==> src/rtl/lsu_byte_sequencer.sv <==
// Load/store sequencer: serialises one RV32 load or store into 1, 2 or 4
// big-endian byte accesses on a byte-wide memory and returns a 32-bit result.
module lsu_byte_sequencer #(
  parameter int unsigned ADDR_WIDTH = 32
) (
  input  logic                  clk,
  input  logic                  rst_n,
  input  logic                  req_valid,
  output logic                  req_ready,
  input  logic [ADDR_WIDTH-1:0] req_addr,
  input  logic                  req_we,
  input  logic [2:0]            req_funct3,
  input  logic [31:0]           req_wdata,
  output logic [ADDR_WIDTH-1:0] mem_addr,
  output logic                  mem_we,
  output logic [7:0]            mem_wdata,
  input  logic [7:0]            mem_rdata,
  output logic                  resp_valid,
  input  logic                  resp_ready,
  output logic [31:0]           resp_data,
  output logic                  resp_err
);

  localparam int unsigned DATA_W = 32;
  localparam int unsigned BYTE_W = 8;
  localparam int unsigned CNT_W  = 2;

  typedef enum logic [1:0] {
    S_IDLE   = 2'd0,
    S_ACCESS = 2'd1,
    S_RESP   = 2'd2
  } state_t;

  state_t                r_state;
  logic [CNT_W-1:0]      r_cnt;
  logic [CNT_W-1:0]      r_last;
  logic [ADDR_WIDTH-1:0] r_base;
  logic                  r_we;
  logic [2:0]            r_funct3;
  logic [DATA_W-1:0]     r_wdata;
  logic [DATA_W-1:0]     r_asm;
  logic                  r_req_ready;
  logic [ADDR_WIDTH-1:0] r_mem_addr;
  logic                  r_mem_we;
  logic [BYTE_W-1:0]     r_mem_wdata;
  logic                  r_resp_valid;
  logic [DATA_W-1:0]     r_resp_data;
  logic                  r_resp_err;

  logic                  w_req_fire;
  logic                  w_req_legal;
  logic [CNT_W-1:0]      w_req_last;
  logic [CNT_W-1:0]      w_cnt_inc;
  logic                  w_cnt_done;
  logic [DATA_W-1:0]     w_asm_next;
  logic [DATA_W-1:0]     w_load_result;

  // Byte idx of an (last+1)-byte right-aligned field, most significant first.
  function automatic logic [BYTE_W-1:0] f_store_byte(
    input logic [DATA_W-1:0] data,
    input logic [CNT_W-1:0]  last,
    input logic [CNT_W-1:0]  idx
  );
    logic [CNT_W-1:0] lane;
    lane = CNT_W'(last - idx);
    return data[{lane, 3'b000} +: BYTE_W];
  endfunction

  // Request decode: legality and last byte index for the access size.
  always_comb begin
    w_req_fire  = req_valid && r_req_ready;
    w_req_legal = 1'b0;
    w_req_last  = '0;
    if (req_we) begin
      w_req_legal = (req_funct3 == 3'b000) || (req_funct3 == 3'b001) ||
                    (req_funct3 == 3'b010);
    end else begin
      w_req_legal = (req_funct3 == 3'b000) || (req_funct3 == 3'b001) ||
                    (req_funct3 == 3'b010) || (req_funct3 == 3'b100) ||
                    (req_funct3 == 3'b101);
    end
    case (req_funct3[1:0])
      2'b00:   w_req_last = CNT_W'(0);
      2'b01:   w_req_last = CNT_W'(1);
      2'b10:   w_req_last = CNT_W'(3);
      default: w_req_last = CNT_W'(0);
    endcase
  end

  // Byte counter step and load assembly including the byte on the bus now.
  always_comb begin
    w_cnt_inc  = CNT_W'(r_cnt + CNT_W'(1));
    w_cnt_done = (r_cnt == r_last);
    w_asm_next = {r_asm[DATA_W-BYTE_W-1:0], mem_rdata};
  end

  // Sign/zero extension of the completed load.
  always_comb begin
    w_load_result = w_asm_next;
    case (r_funct3)
      3'b000:  w_load_result = {{24{w_asm_next[7]}}, w_asm_next[7:0]};
      3'b001:  w_load_result = {{16{w_asm_next[15]}}, w_asm_next[15:0]};
      3'b100:  w_load_result = {24'h0, w_asm_next[7:0]};
      3'b101:  w_load_result = {16'h0, w_asm_next[15:0]};
      default: w_load_result = w_asm_next;
    endcase
  end

  // Sequencer FSM with registered memory and response outputs.
  always_ff @(posedge clk or negedge rst_n) begin
    if (!rst_n) begin
      r_state      <= S_IDLE;
      r_cnt        <= '0;
      r_last       <= '0;
      r_base       <= '0;
      r_we         <= 1'b0;
      r_funct3     <= '0;
      r_wdata      <= '0;
      r_asm        <= '0;
      r_req_ready  <= 1'b0;
      r_mem_addr   <= '0;
      r_mem_we     <= 1'b0;
      r_mem_wdata  <= '0;
      r_resp_valid <= 1'b0;
      r_resp_data  <= '0;
      r_resp_err   <= 1'b0;
    end else begin
      case (r_state)
        S_IDLE: begin
          r_req_ready <= 1'b1;
          if (w_req_fire) begin
            r_req_ready <= 1'b0;
            r_base      <= req_addr;
            r_we        <= req_we;
            r_funct3    <= req_funct3;
            r_wdata     <= req_wdata;
            r_last      <= w_req_last;
            r_cnt       <= '0;
            r_asm       <= '0;
            if (w_req_legal) begin
              r_state     <= S_ACCESS;
              r_mem_addr  <= req_addr;
              r_mem_we    <= req_we;
              r_mem_wdata <= req_we ? f_store_byte(req_wdata, w_req_last, '0) : '0;
            end else begin
              // Illegal size code: respond with an error, no memory traffic.
              r_state      <= S_RESP;
              r_resp_valid <= 1'b1;
              r_resp_err   <= 1'b1;
              r_resp_data  <= '0;
            end
          end
        end

        S_ACCESS: begin
          if (!r_we) begin
            r_asm <= w_asm_next;
          end
          if (w_cnt_done) begin
            r_state      <= S_RESP;
            r_mem_we     <= 1'b0;
            r_mem_wdata  <= '0;
            r_resp_valid <= 1'b1;
            r_resp_err   <= 1'b0;
            r_resp_data  <= r_we ? '0 : w_load_result;
          end else begin
            r_cnt       <= w_cnt_inc;
            r_mem_addr  <= r_base + ADDR_WIDTH'(w_cnt_inc);
            r_mem_wdata <= r_we ? f_store_byte(r_wdata, r_last, w_cnt_inc) : '0;
          end
        end

        S_RESP: begin
          if (resp_ready) begin
            r_state      <= S_IDLE;
            r_resp_valid <= 1'b0;
            r_resp_err   <= 1'b0;
            r_resp_data  <= '0;
            r_req_ready  <= 1'b1;
          end
        end

        default: begin
          r_state     <= S_IDLE;
          r_mem_we    <= 1'b0;
          r_mem_wdata <= '0;
        end
      endcase
    end
  end

  assign req_ready  = r_req_ready;
  assign mem_addr   = r_mem_addr;
  assign mem_we     = r_mem_we;
  assign mem_wdata  = r_mem_wdata;
  assign resp_valid = r_resp_valid;
  assign resp_data  = r_resp_data;
  assign resp_err   = r_resp_err;

endmodule

==> config.mk <==
export PLATFORM = sky130hd
export DESIGN_NAME = lsu_byte_sequencer
export DESIGN_NICKNAME = d
export VERILOG_FILES = /design/src/rtl/lsu_byte_sequencer.sv
export SDC_FILE = /design/constraint.sdc
export NUM_CORES = 1
export LEC_CHECK = 0
export CORE_ASPECT_RATIO = 0.6
export CORE_MARGIN = 4
export CORE_UTILIZATION = 29
export CTS_CLUSTER_DIAMETER = 100
export DETAILED_ROUTE_END_ITERATION = 8
export GPL_TIMING_DRIVEN = 0
export HOLD_SLACK_MARGIN = 0.02
export PLACE_DENSITY = 0.56
export SYNTH_ARGS = -nofsm -noshare
export SYNTH_HDL_FRONTEND = slang
export SYNTH_SLANG_ARGS = --single-unit
==> constraint.sdc <==
create_clock -name clk -period 7.8 [get_ports clk]
set_clock_uncertainty 0.2 [all_clocks]
set_input_delay 0.78 -clock clk [delete_from_list [all_inputs] [get_ports clk]]
set_output_delay 0.78 -clock clk [all_outputs]
set_load 0.03 [all_outputs]
==> results of run 1 <==
## where the power goes
part	total [mW]	switching, mW	internal (mW)
sequential	1.50	0.264	1.24
combinational	2.16	1.26	0.897
clock	0.924	0.396	0.528
## cell type report
type	count	area (um^2)	share of cell area (%)
well taps	400	500.5	4.401
plain buffers	48	209.0	1.838
repair buffers	157	1592	14.00
inverters	25	93.84	0.8253
flip-flops and latches	174	4354	38.29
clock inverters	13	175.2	1.540
clock buffers	19	452.9	3.983
multi-input cells	531	3994	35.12
## worst min-delay path by stage
stage | from | to | slack (ns) | cells after the start
after floorplan | r_asm[16]$_DFFE_PN0P_ | r_asm[16]$_DFFE_PN0P_ | 0.25 | 2
after global placement | r_asm[20]$_DFFE_PN0P_ | r_asm[20]$_DFFE_PN0P_ | 0.26 | 2
after detailed placement | r_asm[20]$_DFFE_PN0P_ | r_asm[20]$_DFFE_PN0P_ | 0.27 | 2
after CTS | rst_n | mem_addr[22]$_DFFE_PN0P_ | 0.16 | 1
after global routing | rst_n | mem_addr[22]$_DFFE_PN0P_ | 0.20 | 1
final | rst_n | mem_addr[21]$_DFFE_PN0P_ | 0.15 | 1
## cells in the final DEF (no fill, tap or decap), types with 4 or more instances in the layout
| cell | count |
|---|---|
| dfrtp_1 | 174 |
| clkdlybuf4s50_1 | 154 |
| nand2_1 | 99 |
| mux2_2 | 93 |
| o21ai_0 | 70 |
| clkbuf_1 | 39 |
| a21oi_1 | 32 |
| mux2i_1 | 26 |
| inv_1 | 25 |
| xor2_1 | 19 |
| clkbuf_16 | 17 |
| nand4_1 | 14 |
| nand3_1 | 13 |
| a22oi_1 | 13 |
| nor2_1 | 11 |
| o31ai_1 | 11 |
| xnor2_1 | 10 |
| nand2b_1 | 9 |
| ha_1 | 9 |
| or2_2 | 8 |
| o211ai_2 | 8 |
| nor3_1 | 7 |
| nand3b_1 | 6 |
| o211ai_1 | 6 |
| o221ai_1 | 5 |
| and3_1 | 5 |
| buf_2 | 5 |
| mux4_1 | 5 |
| o21ai_1 | 4 |
| inv_6 | 4 |
| clkinv_4 | 4 |
## registers in the layout, summed over array words and instances (netlist names)
signal	cells
resp_valid	1
mem_addr	32
r_last	2
r_asm	24
resp_data	32
r_cnt	2
mem_wdata	8
req_ready	1
r_state	2
r_we	1
mem_we	1
r_wdata	32
resp_err	1
r_base	32
r_funct3	3
## logic make-up after synthesis
logic type      Yosys count  synth area share, %
simple gates            195                11.39
flops                   174                50.37
compound gates          169                12.65
mux                     127                17.43
buf+inv                  73                3.503
xor+xnor                 30                3.126
fa+ha+maj                10                1.534
## layer usage
layer  vias to the layer above  GRT usage (%)  share of wire (%)
li1                       3155              -                  -
met1                      3336          24.83                 53
met2                       167          22.46                 41
met3                        28          3.752                4.9
met4                         2          4.837                1.8
met5                         -              0              0.038
## worst register-to-register path: cells and delay by family, from the launching register on
kind	cells	cell delay (ns)
flops	1	0.45
fa+ha+maj	1	0.34
compound gates	1	0.12
xor+xnor	2	0.66
simple gates	3	1.28
==> impl_metrics.env, run 1 <==
export IMPL_status="finished, final reports clean"
export IMPL_crit_type="in2reg"
export IMPL_synthesis_nets=868
export IMPL_arrival_ns=3.47
export IMPL_die_h_um=141.7
export IMPL_rr_endpoint="mem_addr[30]$_DFFE_PN0P_"
export IMPL_initial_core_util_pct=29.74
export IMPL_grt_max_degree=89
export IMPL_crit_path_end="resp_data[20]$_DFFE_PN0P_"
export IMPL_postCtsSetupBuffers=0
export IMPL_worstSetupStartpoint="req_funct3[0]"
export IMPL_cts_resized=0
export IMPL_diodes=0
export IMPL_drv_cap=0
export IMPL_worst_pin_slew_ns=1.105
export IMPL_area_delta_synth_final_pct=31.54
export IMPL_hp_class="in2async"
export IMPL_clock_latency_ns=0.45
export IMPL_fin_setup_tns_ns=0
export IMPL_cts_root_buf="clkbuf_16"
export IMPL_grtUsageTotal_pct=16.20
export IMPL_crit_family="buffers and inverters"
export IMPL_num_nets_final=1044
export IMPL_slowest_stage="clkdlybuf4s50_1"
export IMPL_finalCritPeriodShare_pct=42.91
export IMPL_fin_ws_ns=4.453
export IMPL_wl_per_cell_um=19.14
export IMPL_dieArea_um2=32730
export IMPL_holdBufCountCts=0
export IMPL_reg2reg_from="r_cnt[1]$_DFFE_PN0P_"
export IMPL_ios=156
export IMPL_pre_cts_slack_ns=3.955
export IMPL_finalNonFillerCells=1367
export IMPL_viasPerCell=4.892
export IMPL_fin_crit_ns=3.347
export IMPL_r2r_setup_slack_ns=4.61
export IMPL_ant_nets=0
export IMPL_endpoint_kind="flip-flop"
export IMPL_std_cell_rows=48
export IMPL_syn_area_um2=8645
export IMPL_slew_headroom_pct=25.77
export IMPL_final_area_um2=11370
export IMPL_grt_pass1_wl_um=40300
export IMPL_yosysMostFrequentCell="dfrtp_1"
export IMPL_grt_pass1_vias=6636
export IMPL_placed_cells=1335
export IMPL_start_kind="input pin"
export IMPL_total_power_mw=4.584
export IMPL_synth_common_cells="174 x dfrtp_1, 99 x nand2_1, 93 x mux2_2"
export IMPL_cts_tree="built"
export IMPL_netlist_top_cells_area="dfrtp_1 50%, mux2_2 12%, nand2_1 4.3%"
export IMPL_slowest_delay_ns=0.48
export IMPL_place_congestion=0.7980
export IMPL_yosysUniqueCellTypes=62
export IMPL_peakVddDrop_v=0.0001800
export IMPL_ys_seq_area_share_pct=50.37
export IMPL_dp_hpwl_um=19010
export IMPL_finish_utilization_pct=39.12
export IMPL_netlist_instances=778
export IMPL_synth_edff_count=0
export IMPL_hold_ws_ns=0.1454
export IMPL_syn_avg_cell_area_um2=11.11
export IMPL_cts_max_level=4
export IMPL_overflow=0
export IMPL_netlist_area_leader_share_pct=50.37
export IMPL_cts_buffers=17
export IMPL_path_buf_inv=4
export IMPL_drive_gt1_share_pct=17.37
export IMPL_slew_viol_final=0
export IMPL_synth_seq_cells=174
export IMPL_clock_sinks=174
export IMPL_clock_path_buffers=2
export IMPL_rsz0062_at_grt="false"
export IMPL_async_reset_ff_share_pct=100.0
export IMPL_first_pass_iters=5
export IMPL_drc=0
export IMPL_power_density_nw_per_um2=403.1
export IMPL_finalSetupViolCount=0
export IMPL_reg2reg_depth=7
export IMPL_worstPathRequired_ns=7.93
export IMPL_synth_area_leader_cell="dfrtp_1"
export IMPL_drt_iter0_drc=397
export IMPL_yosys_warnings=0
export IMPL_die_x_um=230.9
export IMPL_num_fill_cells=2882
export IMPL_antenna_found_initial=1
export IMPL_max_freq_mhz=298.8
export IMPL_vias=6688
export IMPL_synthFlopType="dfrtp_1"
export IMPL_crit_path_cell_trace="clkdlybuf4s50_1 > inv_1 > ha_1 > buf_6 > and2b_4 > nor4_1 > a21oi_1 > nor2_2 > buf_2 > mux2_2"
export IMPL_placed_area_um2=10740
export IMPL_drt_total_wl_um=26170
export IMPL_worst_path_stages=10
export IMPL_leakage_nw=4.601
export IMPL_core_area_um2=29070
export IMPL_clkTransAtPathRegs_ns=0.07
export IMPL_portBuffers=155
export IMPL_hold_viol_final=0
export IMPL_crit_fanout=10
No activity file was read; power rests on OpenSTA's default activity.
==> run 2, diff against run 1 <==
==> constraint.sdc (replaced) <==
create_clock -name clk -period 3.29 [get_ports clk]
set_clock_uncertainty 0.2 [all_clocks]
set_input_delay 0.329 -clock clk [delete_from_list [all_inputs] [get_ports clk]]
set_output_delay 0.329 -clock clk [all_outputs]
set_load 0.03 [all_outputs]
==> run 2 against run 1 <==
  * Total power is 140% higher
  * Die area unchanged
  * Largest cell class unchanged
  * Count of clock-buffer cells in the layout is the same
  * Highest routed layer unchanged
  * Sequential share of layout area shrank 0.10 points
  * Combinational power grew 140%
  * Register-to-register slack lost 4.4 ns
  * Setup slack got worse by 4.3 ns
  * First-iteration DRC count shrank 2.3%
  * Utilization increased by 0.10 points
  * Global-route usage is the same
  * Sequential power is 140% higher
==> impl_metrics.env, run 2 (synthesis results as in run 1) <==
export IMPL_drv_cap=0
export IMPL_layout_common_cells="174 x dfrtp_1, 154 x clkdlybuf4s50_1, 99 x nand2_1"
export IMPL_core_area_um2=29070
export IMPL_crit_path_cell_trace="inv_1 > ha_1 > o21a_1 > o2bb2ai_1 > clkbuf_1 > o21ai_0"
export IMPL_antenna_found_initial=1
export IMPL_crit_family="compound AO/OA/AOI/OAI gates"
export IMPL_wl_per_cell_um=19.18
export IMPL_first_pass_iters=5
export IMPL_overflow=0
export IMPL_drc=0
export IMPL_fin_crit_ns=3.088
export IMPL_hp_class="reg2reg"
export IMPL_final_area_um2=11400
export IMPL_clock_latency_ns=0.45
export IMPL_worstPathRequired_ns=3.38
export IMPL_clock_sinks=174
export IMPL_grt_pass1_vias=6636
export IMPL_cts_root_buf="clkbuf_16"
export IMPL_peakVddDrop_v=0.0004320
export IMPL_drt_iter0_drc=388
export IMPL_dp_hpwl_um=19010
export IMPL_die_h_um=141.7
export IMPL_cts_tree="built"
export IMPL_arrival_ns=3.18
export IMPL_endpoint_kind="flip-flop"
export IMPL_postCtsSetupBuffers=0
export IMPL_ios=156
export IMPL_clock_path_buffers=2
export IMPL_slowest_stage="clkbuf_1"
export IMPL_cts_max_level=4
export IMPL_diodes=0
export IMPL_cts_buffers=17
export IMPL_die_x_um=230.9
export IMPL_place_congestion=0.7980
export IMPL_worst_pin_slew_ns=1.106
export IMPL_std_cell_rows=48
export IMPL_dieArea_um2=32730
export IMPL_drive_gt1_share_pct=17.56
export IMPL_hold_viol_final=0
export IMPL_crit_type="reg2reg"
export IMPL_grt_pass1_wl_um=40300
export IMPL_clkTransAtPathRegs_ns=0.07
export IMPL_grtUsageTotal_pct=16.20
export IMPL_crit_fanout=10
export IMPL_status="finished, final reports clean"
export IMPL_finalSetupViolCount=0
export IMPL_start_kind="flip-flop"
export IMPL_drt_total_wl_um=26240
export IMPL_max_freq_mhz=323.9
export IMPL_vias=6706
export IMPL_placed_area_um2=10740
export IMPL_num_nets_final=1045
export IMPL_ant_nets=0
export IMPL_slew_headroom_pct=25.70
export IMPL_final_common_cell="dfrtp_1"
export IMPL_area_delta_synth_final_pct=31.89
export IMPL_finalCritPeriodShare_pct=93.85
export IMPL_placed_cells=1335
export IMPL_initial_core_util_pct=29.74
export IMPL_finalNonFillerCells=1368
export IMPL_leakage_nw=4.616
export IMPL_slowest_delay_ns=0.64
export IMPL_slew_viol_final=0
export IMPL_grt_max_degree=89
export IMPL_viasPerCell=4.902
export IMPL_path_buf_inv=2
export IMPL_power_density_nw_per_um2=955.2
export IMPL_rsz0062_at_grt="true"
export IMPL_portBuffers=155
[run 2: where the power goes]
part           leakage, nW  internal, mW  total, mW  switching (mW)
clock network        0.301          1.25       2.19           0.938
registers             2.22          2.94       3.57           0.628
logic                 2.09          2.13       5.13            3.00
total                 4.62          6.32       10.9            4.57
[run 2: final timing paths]
check / from / end / slack, ns / cells after the start
max in group asynchronous: rst_n / r_wdata[22]$_DFFE_PN0P_ / 1.71 / 3
min reg2reg: r_asm[20]$_DFFE_PN0P_ / r_asm[20]$_DFFE_PN0P_ / 0.28 / 2
max: r_cnt[0]$_DFFE_PN0P_ / mem_addr[6]$_DFFE_PN0P_ / 0.20 / 6
min: r_asm[20]$_DFFE_PN0P_ / r_asm[20]$_DFFE_PN0P_ / 0.28 / 2
min in group asynchronous: rst_n / mem_addr[21]$_DFFE_PN0P_ / 0.29 / 2
max reg2reg: r_cnt[0]$_DFFE_PN0P_ / mem_addr[6]$_DFFE_PN0P_ / 0.20 / 6
[run 2: stage by stage]
| stage | total power [mW] | hold WS (ns) | TNS (ns) | setup WS, ns | util (%) |
|---|---|---|---|---|---|
| floorplan | 6.849 | -0.1666 | 0 | 0.7024 | - |
| global placement | 8.677 | 0.2644 | -1069.60 | -6.124 | 36.80 |
| detailed placement | 8.735 | 0.2039 | -2.044 | -0.1044 | 36.96 |
| CTS | 10.99 | 0.2874 | 0 | 0.06299 | 39.15 |
| global route | 11.59 | 0.3017 | -0.002379 | -0.002379 | 39.22 |
| finish | 10.89 | 0.2780 | 0 | 0.2024 | 39.22 |
[run 2: what timing repair did]
action | CTS | global route
endpoints found under the setup margin | 0 | 25
hold endpoints to repair | 87 | 0
resized for setup | 0 | 4
hold buffers | 1 | 0
[run 2: cell type report]
type                       count  area (um^2)
sequential                   174         4354
timing repair buffer         158         1602
fill                        2881        17670
buffer                        48        209.0
clock inverter                13        175.2
clock buffer                  19        452.9
tap                          400        500.5
multi-input combinational    531         4014
inverter                      25        93.84
[run 2: worst register-to-register path, delay by kind of cell, from the launching register on]
kind | cells | cell delay [ns]
adder cells (fa/ha/maj) | 1 | 0.39
buffers and inverters | 2 | 0.82
flip-flops | 1 | 0.46
AO/OA/AOI/OAI | 3 | 1.07
[run 2: routing by layer]
| metal | GRT usage (%) | vias to the layer above | part of all wire, % |
|---|---|---|---|
| met5 | 0 | - | 0.038 |
| met4 | 4.837 | 2 | 1.9 |
| met1 | 24.83 | 3345 | 53 |
| met2 | 22.46 | 170 | 41 |
| met3 | 3.752 | 34 | 4.6 |
| li1 | - | 3155 | - |
==> run 3, diff against run 2 <==
--- a/config.mk
+++ b/config.mk
@@ -13,6 +13,8 @@
 export GPL_TIMING_DRIVEN = 0
 export HOLD_SLACK_MARGIN = 0.02
 export PLACE_DENSITY = 0.56
+export SETUP_SLACK_MARGIN = 0.05
+export SKIP_LAST_GASP = 1
 export SYNTH_ARGS = -nofsm -noshare
 export SYNTH_HDL_FRONTEND = slang
 export SYNTH_SLANG_ARGS = --single-unit
==> run 3 against run 2 <==
  * Clock power about the same
  * Maximum frequency increased by 1.0%
  * Highest routed layer unchanged
  * Largest cell class unchanged
  * Die area unchanged
  * Worst hold slack unchanged
  * Count of clock-buffer cells in the layout unchanged
  * First-iteration DRC count increased by 1.3%
  * Largest power group unchanged
  * Critical endpoint is now mem_addr[14]$_DFFE_PN0P_
==> impl_metrics.env, run 3 (synthesis results as in run 1) <==
export IMPL_worstPathRequired_ns=3.46
export IMPL_slowest_delay_ns=0.56
export IMPL_comb_power_share_pct=47.1
export IMPL_finish_utilization_pct=39.23
export IMPL_cts_tree="built"
export IMPL_area_delta_synth_final_pct=31.90
export IMPL_cts_root_buf="clkbuf_16"
export IMPL_fin_crit_ns=3.057
export IMPL_grtUsageTotal_pct=16.20
export IMPL_grt_pass1_vias=6636
export IMPL_overflow=0
export IMPL_dp_hpwl_um=19010
export IMPL_reg2reg_depth=7
export IMPL_finalSetupViolCount=0
export IMPL_drc=0
export IMPL_grt_pass1_wl_um=40300
export IMPL_internal_power_mw=6.325
export IMPL_portBuffers=155
export IMPL_drv_cap=0
export IMPL_power_switching_mw=4.569
export IMPL_slowest_stage="o2bb2ai_1"
export IMPL_place_congestion=0.7980
export IMPL_path_buf_inv=2
export IMPL_drt_total_wl_um=26240
export IMPL_postCtsSetupBuffers=0
export IMPL_crit_family="compound AO/OA/AOI/OAI gates"
export IMPL_core_area_um2=29070
export IMPL_seq_area_um2=4354
export IMPL_crit_type="reg2reg"
export IMPL_drive_gt1_share_pct=17.67
export IMPL_wl_per_cell_um=19.18
export IMPL_slew_headroom_pct=25.72
export IMPL_hold_depth=2
export IMPL_viasPerCell=4.900
export IMPL_worst_pin_slew_ns=1.106
export IMPL_drt_iter0_drc=393
export IMPL_grt_max_degree=89
export IMPL_num_fill_cells=2880
export IMPL_std_cell_rows=48
export IMPL_multiInputGateArea_um2=4014
export IMPL_start_kind="flip-flop"
export IMPL_rsz0062_at_grt="true"
export IMPL_clkTransAtPathRegs_ns=0.08
export IMPL_hold_viol_final=0
export IMPL_die_x_um=230.9
export IMPL_worst_path_stages=7
export IMPL_slew_viol_final=0
export IMPL_clock_path_buffers=2
export IMPL_placed_cells=1335
export IMPL_num_nets_final=1045
export IMPL_hp_class="reg2reg"
export IMPL_placed_area_um2=10740
export IMPL_leakage_nw=4.619
export IMPL_total_power_mw=10.89
export IMPL_fin_setup_tns_ns=0
export IMPL_layout_common_cells="174 x dfrtp_1, 154 x clkdlybuf4s50_1, 99 x nand2_1"
export IMPL_status="finished, final reports clean"
export IMPL_first_pass_iters=5
export IMPL_max_freq_mhz=327.2
export IMPL_diodes=0
export IMPL_ios=156
export IMPL_hold_ws_ns=0.2780
export IMPL_clock_latency_ns=0.45
export IMPL_antenna_found_initial=1
export IMPL_dieArea_um2=32730
export IMPL_endpoint_kind="flip-flop"
export IMPL_vias=6703
export IMPL_clkPwrFrac_pct=20.1
export IMPL_arrival_ns=3.23
export IMPL_power_density_nw_per_um2=955.4
export IMPL_die_h_um=141.7
export IMPL_fin_ws_ns=0.2334
export IMPL_crit_path_cell_trace="inv_1 > ha_1 > o21a_1 > o2bb2ai_1 > clkbuf_1 > a22oi_1 > o21ai_0"
export IMPL_pre_cts_slack_ns=-0.1044
export IMPL_crit_fanout=10
export IMPL_peakVddDrop_v=0.0004321
export IMPL_initial_core_util_pct=29.74
export IMPL_ant_nets=0
export IMPL_finalNonFillerCells=1368
export IMPL_cts_buffers=17
export IMPL_finalCritPeriodShare_pct=92.91
export IMPL_clock_sinks=174
export IMPL_sequentialPowerShare_pct=32.8
export IMPL_final_common_cell="dfrtp_1"
export IMPL_final_area_um2=11400
export IMPL_switching_share_pct=41.94
export IMPL_cts_max_level=4
## run 3: final cells by class
type,instances,area share (%)
multi-input combinational,531,35.20
clock buffer,19,3.972
timing repair buffer,158,14.05
inverter,25,0.8230
buffer,48,1.844
clock inverter,13,1.536
sequential,174,38.19
tap,400,4.389
## run 3: worst paths after layout
path,startpoint,end,slack (ns)
worst max-delay path,r_cnt[0]$_DFFE_PN0P_,mem_addr[14]$_DFFE_PN0P_,0.23
worst min-delay path,r_asm[20]$_DFFE_PN0P_,r_asm[20]$_DFFE_PN0P_,0.28
worst min register to register,r_asm[20]$_DFFE_PN0P_,r_asm[20]$_DFFE_PN0P_,0.28
min in group asynchronous,rst_n,mem_addr[21]$_DFFE_PN0P_,0.29
max in group asynchronous,rst_n,r_wdata[22]$_DFFE_PN0P_,1.71
worst max register to register,r_cnt[0]$_DFFE_PN0P_,mem_addr[14]$_DFFE_PN0P_,0.23
## run 3: power by group through the flow
| stage | clock [mW] | combinational, mW | sequential [mW] |
|---|---|---|---|
| 6_report | 2.19 | 5.14 | 3.57 |
| 3_3_place_gp | 0 | 5.09 | 3.58 |
| 3_5_place_dp | 0 | 5.14 | 3.60 |
| 5_1_grt | 2.31 | 5.60 | 3.68 |
| 2_1_floorplan | 0 | 2.86 | 3.99 |
| 4_1_cts | 2.25 | 5.18 | 3.56 |
## run 3: worst register-to-register path: cells and delay by family (launching register included)
| family | cells | cell delay (ns) |
|---|---|---|
| AO/OA/AOI/OAI | 4 | 1.19 |
| buffers and inverters | 2 | 0.74 |
| flip-flops | 1 | 0.46 |
| adder cells (fa/ha/maj) | 1 | 0.39 |
## run 3: timing repair
| item | in CTS | in global routing |
|---|---|---|
| gates resized for setup | 0 | 7 |
| hold buffers | 1 | 0 |
| endpoints found under the setup margin | 0 | 36 |
| hold endpoints to repair | 87 | 0 |
## run 3: metal layers
| metal | up-vias | global-route usage [%] | wire [um] |
|---|---|---|---|
| li1 | 3154 | - | - |
| met1 | 3347 | 24.83 | 13850 |
| met2 | 166 | 22.46 | 10690 |
| met3 | 34 | 3.752 | 1191 |
| met4 | 2 | 4.837 | 495 |
| met5 | - | 0 | 10 |
